### config.mk
export PLATFORM = sky130hd
export DESIGN_NAME = readout_stream_multi
export DESIGN_NICKNAME = d
export VERILOG_FILES = /design/src/rtl/readout_stream_multi.sv
export SDC_FILE = /design/constraint.sdc
export NUM_CORES = 1
export LEC_CHECK = 0
export ABC_AREA = 0
export CORE_MARGIN = 5
export CORE_UTILIZATION = 43
export DETAILED_ROUTE_END_ITERATION = 8
export HOLD_SLACK_MARGIN = 0.12
export PLACE_DENSITY = 0.62
export SYNTH_ARGS = -nofsm -noshare
export SYNTH_HDL_FRONTEND = slang
export SYNTH_SLANG_ARGS = --single-unit
export TNS_END_PERCENT = 30
### constraint.sdc
create_clock -name clk -period 4.4 [get_ports clk]
set_input_delay 0.44 -clock clk [delete_from_list [all_inputs] [get_ports clk]]
set_output_delay 0.44 -clock clk [all_outputs]
set_load 0.01 [all_outputs]
### src/rtl/readout_stream_multi.sv
// Streams the enabled cells' readout entries from the cell-comm DPRAM as an indexed beat stream
// after each readout cycle, zero-filling the frame when readoutValid never arrives.
module readout_stream_multi #(
    parameter int ADDR_WIDTH       = 9,
    parameter int DATA_WIDTH       = 32,
    parameter int CELL_COUNT       = 2,
    parameter int ENTRIES_PER_CELL = 32,
    parameter int FIRST_ADDRESS    = 32,
    parameter int TIMEOUT_CYCLES   = 1000
) (
    input  logic                  clk,
    input  logic                  resetN,
    input  logic                  readoutActive,
    input  logic                  readoutValid,
    input  logic [CELL_COUNT-1:0] cellEnable,
    output logic [ADDR_WIDTH-1:0] readoutAddress,
    input  logic [DATA_WIDTH-1:0] readoutData,
    input  logic                  readoutPresent,
    output logic [ADDR_WIDTH-1:0] packetIndex,
    output logic [DATA_WIDTH-1:0] packetData,
    output logic                  packetValid,
    input  logic                  packetReady,
    output logic                  packetLast,
    output logic                  frameDone,
    output logic                  timedOut,
    output logic [15:0]           timeoutCount
);
    localparam int CW = (CELL_COUNT > 1) ? $clog2(CELL_COUNT) : 1;
    localparam int EW = (ENTRIES_PER_CELL > 1) ? $clog2(ENTRIES_PER_CELL) : 1;
    localparam int TW = (TIMEOUT_CYCLES > 1) ? $clog2(TIMEOUT_CYCLES) : 1;

    typedef enum logic [2:0] {IDLE, ACTIVE, WAIT, STREAM, DRAIN} state_t;
    typedef struct packed {
        logic [ADDR_WIDTH-1:0] idx;
        logic [DATA_WIDTH-1:0] data;
        logic                  last;
    } beat_t;

    // Lowest enabled cell at or above 'from'; CELL_COUNT when there is none.
    function automatic int unsigned next_cell(input logic [CELL_COUNT-1:0] mask, input int unsigned from);
        logic [CELL_COUNT-1:0] sh;
        int unsigned r;
        r = CELL_COUNT;
        for (int unsigned i = 0; i < CELL_COUNT; i++) begin
            sh = mask >> i;
            if (i >= from && sh[0] && r == CELL_COUNT) r = i;
        end
        return r;
    endfunction

    state_t                state_q, state_d;
    logic                  act_prev_q, act_prev_d;
    logic [TW-1:0]         timer_q, timer_d;
    logic [15:0]           tmo_cnt_q, tmo_cnt_d;
    logic                  timed_out_q, timed_out_d;
    logic [CELL_COUNT-1:0] enable_q, enable_d;
    logic [CW-1:0]         cell_q, cell_d;
    logic [EW-1:0]         entry_q, entry_d;
    logic                  more_q, more_d;
    logic [ADDR_WIDTH-1:0] addr_q, addr_d;
    logic                  rd1_q, rd1_d, last1_q, last1_d;
    logic                  rd2_q, rd2_d, last2_q, last2_d;
    logic [ADDR_WIDTH-1:0] idx2_q, idx2_d;
    beat_t                 out_q, out_d;
    logic                  out_valid_q, out_valid_d;
    beat_t                 fifo_q [2];
    beat_t                 fifo_d [2];
    logic [1:0]            count_q, count_d;
    logic                  frame_done_q, frame_done_d;

    logic        depart, issue_ok, start, start_zero, push;
    int unsigned held, first, nxt;
    beat_t       in_beat;

    always_comb begin
        state_d      = state_q;
        act_prev_d   = readoutActive;
        timer_d      = timer_q;
        tmo_cnt_d    = tmo_cnt_q;
        timed_out_d  = timed_out_q;
        enable_d     = enable_q;
        cell_d       = cell_q;
        entry_d      = entry_q;
        more_d       = more_q;
        addr_d       = addr_q;
        rd1_d        = 1'b0;
        last1_d      = last1_q;
        rd2_d        = rd1_q;
        last2_d      = last1_q;
        idx2_d       = addr_q;
        out_d        = out_q;
        out_valid_d  = out_valid_q;
        fifo_d       = fifo_q;
        count_d      = count_q;
        frame_done_d = 1'b0;
        start        = 1'b0;
        start_zero   = 1'b0;
        push         = rd2_q;

        depart = out_valid_q && packetReady;
        // Output register, two buffer slots and two pipeline stages: the three storage slots
        // can never be oversubscribed, yet a steady ready stream still gets one beat per cycle.
        held     = 32'(out_valid_q) + 32'(count_q) + 32'(rd1_q) + 32'(rd2_q) - 32'(depart);
        issue_ok = held < 3;
        first    = next_cell(cellEnable, 0);
        nxt      = next_cell(enable_q, 32'(cell_q) + 32'd1);

        case (state_q)
            IDLE:   if (readoutActive && !act_prev_q) state_d = ACTIVE;
            ACTIVE: if (!readoutActive) begin
                        state_d = WAIT;
                        timer_d = '0;
                    end
            WAIT: begin
                if (readoutValid) begin
                    start = 1'b1;
                end else if (timer_q == TW'(TIMEOUT_CYCLES - 1)) begin
                    start      = 1'b1;
                    start_zero = 1'b1;
                    if (tmo_cnt_q != '1) tmo_cnt_d = tmo_cnt_q + 16'd1;
                end else begin
                    timer_d = timer_q + 1'b1;
                end
            end
            STREAM: begin
                if (!more_q) begin
                    state_d      = IDLE;
                    frame_done_d = 1'b1;
                end else if (issue_ok) begin
                    addr_d = ADDR_WIDTH'(FIRST_ADDRESS) + ADDR_WIDTH'(cell_q) * ADDR_WIDTH'(ENTRIES_PER_CELL)
                           + ADDR_WIDTH'(entry_q);
                    rd1_d  = 1'b1;
                    if (entry_q == EW'(ENTRIES_PER_CELL - 1)) begin
                        entry_d = '0;
                        last1_d = (nxt == CELL_COUNT);
                        if (nxt == CELL_COUNT) begin
                            more_d  = 1'b0;
                            state_d = DRAIN;
                        end else begin
                            cell_d = CW'(nxt);
                        end
                    end else begin
                        entry_d = entry_q + 1'b1;
                        last1_d = 1'b0;
                    end
                end
            end
            DRAIN: if (depart && out_q.last) begin
                       state_d      = IDLE;
                       frame_done_d = 1'b1;
                   end
            default: state_d = IDLE;
        endcase

        if (start) begin
            state_d     = STREAM;
            timed_out_d = start_zero;
            enable_d    = cellEnable;
            more_d      = (first != CELL_COUNT);
            cell_d      = (first != CELL_COUNT) ? CW'(first) : '0;
            entry_d     = '0;
        end

        in_beat.idx  = idx2_q;
        in_beat.data = (timed_out_q || !readoutPresent) ? '0 : readoutData;
        in_beat.last = last2_q;

        if (!out_valid_q || depart) begin
            if (count_q != 2'd0) begin
                out_d       = fifo_q[0];
                out_valid_d = 1'b1;
                fifo_d[0]   = fifo_q[1];
                count_d     = count_q - 2'd1;
            end else if (rd2_q) begin
                out_d       = in_beat;
                out_valid_d = 1'b1;
                push        = 1'b0;
            end else begin
                out_valid_d = 1'b0;
            end
        end
        if (push) begin
            fifo_d[count_d[0]] = in_beat;
            count_d            = count_d + 2'd1;
        end
    end

    always_ff @(posedge clk or negedge resetN) begin
        if (!resetN) begin
            state_q      <= IDLE;
            act_prev_q   <= 1'b0;
            timer_q      <= '0;
            tmo_cnt_q    <= '0;
            timed_out_q  <= 1'b0;
            enable_q     <= '0;
            cell_q       <= '0;
            entry_q      <= '0;
            more_q       <= 1'b0;
            addr_q       <= '0;
            rd1_q        <= 1'b0;
            last1_q      <= 1'b0;
            rd2_q        <= 1'b0;
            last2_q      <= 1'b0;
            idx2_q       <= '0;
            out_q        <= '0;
            out_valid_q  <= 1'b0;
            fifo_q       <= '{default: '0};
            count_q      <= '0;
            frame_done_q <= 1'b0;
        end else begin
            state_q      <= state_d;
            act_prev_q   <= act_prev_d;
            timer_q      <= timer_d;
            tmo_cnt_q    <= tmo_cnt_d;
            timed_out_q  <= timed_out_d;
            enable_q     <= enable_d;
            cell_q       <= cell_d;
            entry_q      <= entry_d;
            more_q       <= more_d;
            addr_q       <= addr_d;
            rd1_q        <= rd1_d;
            last1_q      <= last1_d;
            rd2_q        <= rd2_d;
            last2_q      <= last2_d;
            idx2_q       <= idx2_d;
            out_q        <= out_d;
            out_valid_q  <= out_valid_d;
            fifo_q       <= fifo_d;
            count_q      <= count_d;
            frame_done_q <= frame_done_d;
        end
    end

    assign readoutAddress = addr_q;
    assign packetIndex    = out_q.idx;
    assign packetData     = out_q.data;
    assign packetLast     = out_q.last;
    assign packetValid    = out_valid_q;
    assign frameDone      = frame_done_q;
    assign timedOut       = timed_out_q;
    assign timeoutCount   = tmo_cnt_q;
endmodule
==> metrics, run 1 <==
worst hold margin=approximately 0.13 ns; H-tree levels=4; ys flop type=dfrtp_1; Worst Tran Pin Value=1.06 ns; asr flop ratio synth=100%; critical path arrival=4.14 ns; CP delay by family, top=adder cells; fill cell count=1826; number of synthesized flops with an enable pin=0; register area=0.00463 mm^2; # Max-Cap Violations=0; post-layout util=53.0%; Initial DRC Count=293; most common cell after layout, fill and taps aside=dfrtp_1; Yosys Warn Count=0; Distinct cells, synth=66; Avg Inst Size Synth=11.0 um^2; FF+latch count, synth=around 190; Hold WC Path Type=in2async; critical path launch point type=primary input; DIE WIDTH=153 um; Core Region=0.0202 mm^2; total number of vias=just over 6k; share of cells above drive strength 1=around 14%; skew final=0.0140 ns; setup violators final=0; pwr dens=498 mW/mm^2; Num CTS Buffers=17; Final ANT Viol Nets=0; DR pass1 iterations=4; Peak VDD IR=297 uV; Area Growth Syn to Fin=21.6%; register area share after synthesis=between 50 and 60%; worst skew pair latency=0.43 ns; Worst Slack Setup Final=0.606 ns; clock sink count=185; vias in the first global route=about 6k; Worst-path clk slew=~0.07 ns; Avg WL per Cell=16.1 um; post-route minimum period=approximately 3.8 ns; Initial Util=43.6%; Peak Freq=0.264 GHz; Congestion Overflow GR=0; DRT Wirelength=between 15000 and 20000 um; Largest stage delay, worst path=0.63 ns; initial antenna violation count=1; CP Max Fanout=4; global-route wire length before repair=31800 um; Final Max Slew Viols=0; slowest CP cell=or4b_2; CTS tree=built; WP buf/inv=2; metal2 WL=between 8000 and 9000 um; critical-path cell list=clkdlybuf4s50_1 -> and2_1 -> ha_1 -> fa_1 -> inv_1 -> ha_1 -> fa_1 -> ha_1 -> a211oi_1 -> o211ai_1 -> or4b_2 -> a21oi_1; Pleak=4.87 nW; Placer Congestion=0.759; Sum Neg Setup Slack=0 ns; die area=0.0235 mm^2; RSZ-0062 raised after global routing=false; Row Count=52; Top Layer Used=met4; Fin. Hold Viols=0; wl on met1=9260 um; outcome=finished clean; Place WS=0.185 ns; Ports=between 100 and 150; nets@finish=946; most frequent cells in the layout=185 x dfrtp_1, 106 x clkdlybuf4s50_1, 88 x o21ai_0; IO buf count=107; Synth Instances=803; area of the multi-input gates=roughly 0.0038 mm^2; post-route clock period utilization=a little under nine tenths; largest net degree at the start of global routing=111; # DRC=0; post-CTS resize count=0; Setup Fix Bufs, Post-CTS=0; total global-route track usage=roughly 16%; Worst Path Required=4.75 ns; number of hold buffers added after CTS=0; CP Capture Type=flop; clock tree buffer depth=2; Crit path top cell by count=ha_1; Slew headroom=between 20% and 30%; DP Wirelength=12400 um; Die Y-Extent=153 um; Root Driver=clkbuf_16; WL met3=747 um; Synth Cell Area=0.00882 mm^2; Setup CP Type=in2reg; vias per inst=5.23
==> Yosys cell counts, drive strengths merged (5+ instances only) <==
library cell | n | area (um^2)
a21oi | 10 | 50.1
nand4 | 13 | 93.8
nor3 | 12 | 60.1
mux2 | 65 | 732
mux2i | 74 | 741
o21ai | 91 | 459
xnor2 | 13 | 114
nor4 | 5 | 67.6
clkbuf | 22 | 82.6
buf | 26 | 149
nor2 | 10 | 40.0
nand2 | 87 | 327
a31oi | 5 | 31.3
dfrtp | 185 | 4630
ha | 12 | 150
or3 | 5 | 31.3
nand3 | 43 | 215
inv | 48 | 180
==> cell type report <==
type                    instances  area share [%]
diodes                          1          0.0233
repair buffers                117            10.8
clock buffers                  17            3.96
multi-input cells             523            35.6
clock inverters                15            1.67
flip-flops and latches        185            43.1
well taps                     270            3.15
inverters                      48            1.68
==> power by group <==
part,internal [mW],switching [mW],leakage (nW)
clock network,0.860,0.712,0.291
registers,2.09,0.271,2.25
logic,0.783,0.629,2.33
total,3.74,1.61,4.87
==> logic make-up (layout without fill, tap and decap cells) <==
| family | after synthesis | in the layout | synth area share, % |
|---|---|---|---|
| adders and majority gates | 14 | 14 | 2.16 |
| muxes | 139 | 139 | 16.7 |
| DFF | 185 | 185 | 52.5 |
| AOI/OAI and AO/OA | 137 | 137 | 9.09 |
| and+or+nand+nor | 215 | 215 | 13.3 |
| buffers and inverters | 96 | 197 | 4.66 |
| other | 1 | 3 | 0.0425 |
| xor gates and xnor gates | 16 | 16 | 1.59 |
==> final timing paths <==
path,start,end,slack [ns],cells after the start
min reg2reg,rd1_q,rd2_q,0.38,0
max reg2reg,packetValid,entry_q[1],0.63,11
min,resetN,fifo_q[52],0.13,1
max in group asynchronous,resetN,packetLast,3.36,2
min in group clk,rd1_q,rd2_q,0.38,0
max,packetReady,entry_q[1],0.61,12
==> flip-flops by register name (all words and copies together), names as in the netlist <==
register	flops
packetIndex	9
readoutAddress	7
enable_q	1
timedOut	1
timeoutCount	16
state_q	3
fifo_q	82
rd2_q	1
count_q	2
packetData	32
rd1_q	1
cell_q	1
timer_q	10
packetValid	1
last1_q	1
last2_q	1
act_prev_q	1
packetLast	1
idx2_q	7
frameDone	1
more_q	1
entry_q	5
==> metal layers <==
| metal | GRT usage (%) | vias to the layer above |
|---|---|---|
| met5 | 0 | - |
| met4 | 4.07 | 0 |
| met3 | 4.27 | 8 |
| met2 | 25.2 | 106 |
| met1 | 23.5 | 3026 |
| li1 | - | 3016 |
==> metrics by stage <==
step / cell area (um^2) / total power, mW / std cells
final: 10700 / 5.35 / 1176
after global routing: 10700 / 5.68 / 1176
after CTS: 10700 / 5.43 / 1175
after detailed placement: 10100 / 3.84 / 1143
after global placement: 10100 / 3.80 / 1143
after floorplan: 8830 / 3.17 / 804
Power figures use the tool's default switching activity.
==> run 2: changes to the inputs <==
Settings changed: CORE_UTILIZATION 43 to 56, MAX_ROUTING_LAYER set to met4, PLACE_DENSITY 0.62 to 0.78.
==> run 2 against run 1 <==
Non-clock buffer count unchanged. Critical path depth unchanged. Sequential power about the same. Maximum frequency decreased by 0.68%. Global-route usage increased by 6.9 points. Total power decreased by 0.22%. Worst setup slack got worse by 0.026 ns. Core utilization increased by 16 points. Clock power decreased by 4%. Critical endpoint unchanged.
==> metrics, run 2 (synthesis gave the netlist of run 1 again) <==
Worst Path Required=4.74 ns; vias in the first global route=6916; Avg WL per Cell=17.8 um; Ports=between 100 and 150; total power=5.34 mW; DIE WIDTH=136 um; Finished Cell Area=0.0106 mm^2; max reg flops=82; Worst-path clk slew=0.06 ns; DR pass1 iterations=7; Worst Tran Pin Value=1.22 ns; Slew headroom=between 10% and 20%; IO buf count=~110; number of hold buffers added after CTS=0; die area=roughly 0.018 mm^2; part of the power in registers=44.7%; DP Wirelength=13300 um; worst skew pair latency=approximately 0.43 ns; Final ANT Viol Nets=0; met1 Resource Use GR=29.7%; clock sink count=around 190; switch share=29.8%; # Max-Cap Violations=0; vias per inst=5.80; Peak VDD IR=283 uV; Diodes inserted=0; total global-route track usage=23.4%; fill cell count=1151; RSZ-0062 raised after global routing=false; nets@finish=946; pwr dens=around 500 mW/mm^2; most frequent cells in the layout=185 x dfrtp_1, 106 x clkdlybuf4s50_1, 88 x o21ai_0; Num CTS Buffers=17; initial antenna violation count=0; Fin. Hold Viols=0; outcome=finished clean; Sw Pwr=1.59 mW; CP startpoint=packetReady; Place WS=between 0.15 and 0.2 ns; clock power share=~28%; Setup CP Type=in2reg; post-placement cell count=1084; share of cells above drive strength 1=14.0%; Area Growth Syn to Fin=20.3%; Pleak=4.84 nW; CTS tree=built; global-route wire length before repair=33700 um; most common cell after layout, fill and taps aside=dfrtp_1; total internal power=between 3 and 4 mW; Core Region=0.0153 mm^2; Worst Slack Setup Final=between 0.5 and 0.6 ns; setup violators final=0; Non-Filler Instances=about 1.1k; H-tree levels=4; total number of vias=6472; Final Max Slew Viols=0; Peak Freq=0.262 GHz; Initial Util=57.6%; r2r startpoint=packetValid; Sum Neg Setup Slack=0 ns; grt met2 use=between 30% and 40%; clock tree buffer depth=2; critical path arrival=4.16 ns; # DRC=0; Row Count=45; largest net degree at the start of global routing=slightly above 100; CP Max Fanout=4; skew final=0.0106 ns; Root Driver=clkbuf_16; combinational share of power=27.3%; CP Capture Type=flop; post-CTS resize count=0; Hold WC Path Type=in2async; M3 GR Usage=4.68%; post-route minimum period=around 3.8 ns; most flop-heavy register=fifo_q; Setup Fix Bufs, Post-CTS=0; critical path launch point type=primary input; Die Y-Extent=roughly 140 um; Congestion Overflow GR=0; DRT Wirelength=between 15000 and 20000 um; Initial DRC Count=571; GR peak layer=met2; placed cell area=approximately 0.01 mm^2; post-route clock period utilization=about 87%; Placer Congestion=0.834
## run 2: layer usage
metal,wire [um],vias to the layer above
li1,-,3011
met4,363,0
met3,988,36
met5,0,-
met1,8650,3230
met2,9880,195
## run 2: final timing paths
path	end	slack, ns	cells after the start
max in group asynchronous	count_q[1]	3.13	2
max	entry_q[1]	0.58	12
min	timeoutCount[13]	0.05	1
min reg2reg	rd2_q	0.39	0
min in group clk	rd2_q	0.39	0
max reg2reg	entry_q[1]	0.61	11
## run 2: critical path, stage by stage
cell and delay (ns):
clkdlybuf4s50_1 0.51, and2_1 0.17, ha_1 0.25, fa_1 0.49, inv_1 0.05, ha_1 0.21, fa_1 0.39, ha_1 0.31
a211oi_1 0.35, o211ai_1 0.18, or4b_2 0.63, a21oi_1 0.18
## run 2: per-stage QoR
stage | util [%] | hold slack [ns]
after global placement | 65.5 | 0.359
final | 69.3 | 0.0456
after CTS | 69.3 | 0.147
after detailed placement | 65.5 | 0.377
after global routing | 69.3 | 0.162
after floorplan | - | 0.144
## run 2: area by class of cell
cell class                      instances  area [um^2]  share of cell area [%]
Clock inverter                         10          121                    1.14
Inverter                               48          180                    1.70
Timing Repair Buffer                  117         1150                    10.8
Multi-Input combinational cell        523         3820                    35.9
Tap cell                              211          264                    2.49
Sequential cell                       185         4630                    43.6
Clock buffer                           21          460                    4.34
## run 2: power groups by stage
stage               clock network, mW  registers [mW]  logic [mW]
finish                           1.50            2.38        1.46
global route                     1.60            2.43        1.59
CTS                              1.52            2.38        1.47
detailed placement                  0            2.41        1.46
global placement                    0            2.38        1.39
floorplan                           0            2.40       0.774
